$ cat src/rtl/rtc_clock.sv
// BCD hours:minutes:seconds counter driven by a prescaled 1 Hz tick, with a
// software-loadable alarm (one-shot or daily repeat) and a midnight pulse.
module rtc_clock #(
  parameter int unsigned PRESCALE = 32768,
  parameter int unsigned CNT_W    = 15
) (
  input  logic        clk_i,
  input  logic        rstn_i,
  input  logic        clock_en_i,
  input  logic        time_update_i,
  input  logic [31:0] time_i,
  output logic [31:0] time_o,
  output logic        new_day_o,
  input  logic        alarm_update_i,
  input  logic [31:0] alarm_i,
  input  logic        alarm_mode_i,
  input  logic        alarm_clear_i,
  output logic        alarm_armed_o,
  output logic        alarm_o,
  output logic        tick_o
);

  typedef struct packed {
    logic [5:0] hour;
    logic [6:0] min;
    logic [6:0] sec;
  } bcd_time_t;

  localparam logic [CNT_W-1:0] PRE_MAX = CNT_W'(PRESCALE - 1);

  // Advance a two-digit BCD field whose units digit rolls over at 9.
  function automatic logic [6:0] inc_bcd7(input logic [6:0] v);
    logic [6:0] r;
    if (v[3:0] == 4'h9) r = {v[6:4] + 3'd1, 4'h0};
    else                r = {v[6:4], v[3:0] + 4'd1};
    return r;
  endfunction

  function automatic logic [5:0] inc_bcd6(input logic [5:0] v);
    logic [5:0] r;
    if (v[3:0] == 4'h9) r = {v[5:4] + 2'd1, 4'h0};
    else                r = {v[5:4], v[3:0] + 4'd1};
    return r;
  endfunction

  logic [CNT_W-1:0] pre_q;
  bcd_time_t        time_q;
  bcd_time_t        time_inc;
  bcd_time_t        time_load;
  bcd_time_t        alarm_q;
  bcd_time_t        alarm_load;
  logic             mode_q;
  logic             armed_q;
  logic             tick_raw;
  logic             tick_eff;
  logic             sec_wrap;
  logic             min_wrap;
  logic             hour_wrap;
  logic             day_wrap;
  logic             alarm_hit;
  logic             unused_bits;

  assign time_load  = '{hour: time_i[21:16],  min: time_i[14:8],  sec: time_i[6:0]};
  assign alarm_load = '{hour: alarm_i[21:16], min: alarm_i[14:8], sec: alarm_i[6:0]};
  assign unused_bits = ^{time_i[31:22], time_i[15], time_i[7],
                         alarm_i[31:22], alarm_i[15], alarm_i[7]};

  // A software load on the wrap cycle swallows the tick entirely.
  assign tick_raw = clock_en_i && (pre_q == PRE_MAX);
  assign tick_eff = tick_raw && !time_update_i;

  assign sec_wrap  = (time_q.sec  == 7'h59);
  assign min_wrap  = (time_q.min  == 7'h59);
  assign hour_wrap = (time_q.hour == 6'h23);
  assign day_wrap  = sec_wrap && min_wrap && hour_wrap;

  // NOTE: every variable assigned in always_comb gets a default first so no latch is inferred.
  always_comb begin
    time_inc = time_q;
    if (sec_wrap) begin
      time_inc.sec = 7'h00;
      if (min_wrap) begin
        time_inc.min  = 7'h00;
        time_inc.hour = hour_wrap ? 6'h00 : inc_bcd6(time_q.hour);
      end else begin
        time_inc.min = inc_bcd7(time_q.min);
      end
    end else begin
      time_inc.sec = inc_bcd7(time_q.sec);
    end
  end

  assign alarm_hit = tick_eff && armed_q && (time_inc == alarm_q);

  // NOTE: sequential state uses non-blocking assignments so all registers update from pre-edge values.
  always_ff @(posedge clk_i or negedge rstn_i) begin
    if (!rstn_i) begin
      pre_q <= '0;
    end else if (time_update_i) begin
      pre_q <= '0;
    end else if (clock_en_i) begin
      pre_q <= tick_raw ? '0 : pre_q + CNT_W'(1);
    end
  end

  always_ff @(posedge clk_i or negedge rstn_i) begin
    if (!rstn_i) begin
      time_q <= '0;
    end else if (time_update_i) begin
      time_q <= time_load;
    end else if (tick_eff) begin
      time_q <= time_inc;
    end
  end

  always_ff @(posedge clk_i or negedge rstn_i) begin
    if (!rstn_i) begin
      alarm_q <= '0;
      mode_q  <= 1'b0;
    end else if (alarm_update_i) begin
      alarm_q <= alarm_load;
      mode_q  <= alarm_mode_i;
    end
  end

  // Clear beats a coincident update; a re-arm beats a one-shot disarm.
  always_ff @(posedge clk_i or negedge rstn_i) begin
    if (!rstn_i) begin
      armed_q <= 1'b0;
    end else if (alarm_clear_i) begin
      armed_q <= 1'b0;
    end else if (alarm_update_i) begin
      armed_q <= 1'b1;
    end else if (alarm_hit && !mode_q) begin
      armed_q <= 1'b0;
    end
  end

  always_ff @(posedge clk_i or negedge rstn_i) begin
    if (!rstn_i) begin
      tick_o    <= 1'b0;
      new_day_o <= 1'b0;
      alarm_o   <= 1'b0;
    end else begin
      tick_o    <= tick_eff;
      new_day_o <= tick_eff && day_wrap;
      alarm_o   <= alarm_hit;
    end
  end

  assign time_o        = {10'b0, time_q.hour, 1'b0, time_q.min, 1'b0, time_q.sec};
  assign alarm_armed_o = armed_q;

endmodule
$ cat config.mk
export PLATFORM = sky130hd
export DESIGN_NAME = rtc_clock
export DESIGN_NICKNAME = d
export VERILOG_FILES = /design/src/rtl/rtc_clock.sv
export SDC_FILE = /design/constraint.sdc
export NUM_CORES = 1
export LEC_CHECK = 0
export BUFFER_PORTS_ARGS = -buffer_cell sky130_fd_sc_hd__clkbuf_2
export CORE_MARGIN = 2
export CORE_UTILIZATION = 35
export CTS_CLUSTER_SIZE = 30
export DETAILED_ROUTE_END_ITERATION = 10
export HOLD_SLACK_MARGIN = 0.06
export PLACE_DENSITY_LB_ADDON = 0.2
export SYNTH_ARGS = -nofsm -noshare
export SYNTH_HDL_FRONTEND = slang
export SYNTH_SLANG_ARGS = --single-unit
$ cat constraint.sdc
create_clock -name clk_i -period 3 [get_ports clk_i]
set_input_delay 0.3 -clock clk_i [delete_from_list [all_inputs] [get_ports clk_i]]
set_output_delay 0.3 -clock clk_i [all_outputs]
set_load 0.05 [all_outputs]
==> results.sh <==
export IMPL_outcome="completed"
export IMPL_antenna_cells=0
export IMPL_critPathKind="reg2reg"
export IMPL_routed_via_count=3450
export IMPL_ir_drop_mv=0.243
export IMPL_ys_warn_count=0
export IMPL_reg2reg_depth=9
export IMPL_antenna_found_initial=0
export IMPL_p_sw_share_pct=31.9
export IMPL_hold_class="in2reg"
export IMPL_path_cells="inv_1, ha_1, and3b_1, or2_0, or4_1, a32oi_1, nand4_1, o41ai_1, a21oi_1"
export IMPL_postCtsSetupBuffers=0
export IMPL_crit_family="simple AND/OR/NAND/NOR gates"
export IMPL_synth_flop_cell="dfrtp_1"
export IMPL_std_cell_rows=38
export IMPL_cts_htree_levels=3
export IMPL_fmax_mhz=360
export IMPL_arrival_ns=2.98
export IMPL_setup_viol=0
export IMPL_grt_max_degree=48
export IMPL_combPwrFrac_pct=21.7
export IMPL_port_buffers=70
export IMPL_track_usage_pct=17.8
export IMPL_drive_above_1_share_pct=27.9
export IMPL_place_detailed_hpwl_um=7770
export IMPL_pre_cts_ws_ns=0.149
export IMPL_fin_crit_ns=2.78
export IMPL_synth_cells=438
export IMPL_cts_buffers=9
export IMPL_fin_nets=602
export IMPL_die_width_um=110
export IMPL_setup_tns_ns=0
export IMPL_setup_ws_ns=0.219
export IMPL_worstSkewPairLatency_ns=0.33
export IMPL_start_util_pct=36.1
export IMPL_syn_cell_area_um2=3950
export IMPL_rrSetupSlack_ns=0.22
export IMPL_io_pins=107
export IMPL_die_area_um2=12200
export IMPL_synth_edf_count=0
export IMPL_syn_avg_cell_area_um2=9.02
export IMPL_fin_area_um2=4820
export IMPL_ys_types=66
export IMPL_worst_pin_slew_ns=0.709
export IMPL_grt_overflow_total=0
export IMPL_critical_path_max_fanout=6
export IMPL_first_global_vias=3223
export IMPL_crit_required_ns=3.20
export IMPL_crit_slowest_cell="or4_1"
export IMPL_core_area_um2=10900
export IMPL_p_int_mw=1.71
export IMPL_finalWirelength_um=10300
export IMPL_wl_per_cell_um=15.5
export IMPL_yosysSeqAreaShare_pct=38.0
export IMPL_clk_pin_slew_ns=0.05
export IMPL_leakage_nw=2.11
export IMPL_drv_cap=0
export IMPL_rsz0062_at_grt="false"
export IMPL_start_kind="flop"
export IMPL_hold_viol=0
export IMPL_ys_seq_elements=60
export IMPL_end_kind="flop"
export IMPL_cts_root_buf="clkbuf_16"
export IMPL_area_growth_pct=22.1
export IMPL_period_share_pct=92.7
export IMPL_p_sw_mw=0.800
export IMPL_die_y_um=110
export IMPL_hold_start="alarm_clear_i"
export IMPL_pwr_share_seq_pct=36.8
export IMPL_clock_sinks=60
export IMPL_relSlewSlack_pct=52.7
export IMPL_path_buf_inv=1
export IMPL_clockBufferDepth=2
export IMPL_synth_async_reset_ratio_pct=100
export IMPL_min_to="alarm_armed_o$_DFFE_PN0P_"
export IMPL_cts_tree="built"
export IMPL_grt_pass1_wl_um=16300
export IMPL_clock_skew_ns=0.00940
export IMPL_holdPathStages=2
export IMPL_vias_per_cell=5.20
export IMPL_r2r_end="alarm_armed_o$_DFFE_PN0P_"
export IMPL_place_congestion=0.893
export IMPL_power_density_nw_per_um2=521
export IMPL_drt_pass1_iter_count=4
export IMPL_drt_initial_drc_count=121
export IMPL_r2r_start="time_o[17]$_DFFE_PN0P_"
export IMPL_place_area_um2=4500
export IMPL_detail_route_antenna_nets=0
export IMPL_drcViolationCount=0
export IMPL_slowest_delay_ns=0.50
export IMPL_pwr_share_clk_pct=41.4
export IMPL_drv_slew=0
## layout by cell type (no fill, tap or decap), types with 3 or more instances in the layout
cell and count:
a211oi_1 3, a21boi_0 3, a21oi_1 23, and2_1 4
and3b_1 5, buf_4 22, clkbuf_16 9, clkbuf_2 70
clkinvlp_4 4, conb_1 12, dfrtp_1 59, ha_1 12
inv_1 15, mux2_2 19, mux2i_1 16, nand2_1 42
nand2b_1 7, nand3_1 12, nand3b_1 5, nand4_1 7
nor2_1 37, nor2b_1 4, nor3_1 8, nor4_1 3
o211ai_1 3, o21ai_0 36, o41ai_1 3, or3_1 5
or4_1 3, xnor2_1 6, xor2_1 12
## what timing repair did
action	CTS	global route
hold endpoints to repair	26	0
resized for setup	0	4
setup endpoints to repair	0	1
hold buffers	1	0
## Yosys cell counts (all sizes together) (12+ instances only)
master	count	share of area, %
mux2i	16	4.1
nand3	12	1.5
o21ai	36	4.6
ha	12	3.8
clkbuf	16	1.5
nand2	42	4.0
inv	15	1.4
xor2	12	2.7
dfrtp	60	38
buf	18	3.2
nor2	37	3.5
mux2	19	5.4
a21oi	23	2.9
## power by group through the flow
stage | sequential [mW] | clock, mW | combinational (mW)
6_report | 0.925 | 1.04 | 0.546
5_1_grt | 0.934 | 1.10 | 0.600
4_1_cts | 0.924 | 1.06 | 0.548
3_5_place_dp | 0.939 | 0 | 0.545
3_3_place_gp | 0.936 | 0 | 0.537
2_1_floorplan | 1.01 | 0 | 0.303
## worst max path at each step
stage	start	end	slack (ns)	depth (start not counted)
floorplan	time_o[17]$_DFFE_PN0P_	alarm_armed_o$_DFFE_PN0P_	0.08	10
global placement	time_o[17]$_DFFE_PN0P_	alarm_armed_o$_DFFE_PN0P_	0.19	8
detailed placement	time_o[1]$_DFFE_PN0P_	alarm_armed_o$_DFFE_PN0P_	0.15	10
CTS	time_o[1]$_DFFE_PN0P_	alarm_armed_o$_DFFE_PN0P_	0.11	10
global route	time_o[1]$_DFFE_PN0P_	alarm_armed_o$_DFFE_PN0P_	0.005	10
finish	time_o[17]$_DFFE_PN0P_	alarm_armed_o$_DFFE_PN0P_	0.22	9
## state kept, by name (all words and copies together) (netlist names)
name,cells
alarm_q,20
time_o,20
alarm_o,1
new_day_o,1
pre_q,15
alarm_armed_o,1
mode_q,1
tick_o,1
## area by class of cell
class / count / area, µm²
Tap cell: 140 / 175
Sequential cell: 60 / 1500
Clock buffer: 9 / 225
Clock inverter: 7 / 77.6
Fill cell: 1092 / 6110
Multi-Input combinational cell: 340 / 2260
Timing Repair Buffer: 93 / 526
Inverter: 15 / 56.3
## layer usage
metal	wire length (µm)	track usage [%]	vias up
met2	4730	28.5	76
met4	88	4.55	0
met3	547	4.53	9
met5	0	0	-
li1	-	-	1719
met1	4920	24.1	1646
## kinds of logic (layout without fill, tap and decap cells)
family | after synthesis | in the layout | share of synthesized area, %
buffers and inverters | 49 | 124 | 6.11
muxes | 35 | 35 | 9.47
adders and majority gates | 12 | 12 | 3.80
AOI/OAI and AO/OA | 96 | 96 | 15.2
DFF | 60 | 60 | 38.0
xor gates and xnor gates | 18 | 18 | 3.99
other | 1 | 12 | 0.0949
and+or+nand+nor | 167 | 167 | 23.3
## metrics by stage
step / hold slack, ns / total power [mW] / std cells / utilization, %
finish: 0.124 / 2.51 / 664 / 44.1
floorplan: 0.00441 / 1.32 / 449 / -
CTS: 0.120 / 2.53 / 664 / 44.0
global route: 0.122 / 2.64 / 664 / 44.1
detailed placement: 0.402 / 1.48 / 647 / 41.1
global placement: 0.382 / 1.47 / 647 / 41.1
## worst reg2reg max path: stages (launching register included)
cell	delay (ns)
dfrtp_2	0.42
inv_1	0.07
ha_1	0.22
and3b_1	0.26
or2_0	0.31
or4_1	0.50
a32oi_1	0.19
nand4_1	0.15
o41ai_1	0.41
a21oi_1	0.12
Power figures use the tool's default switching activity.
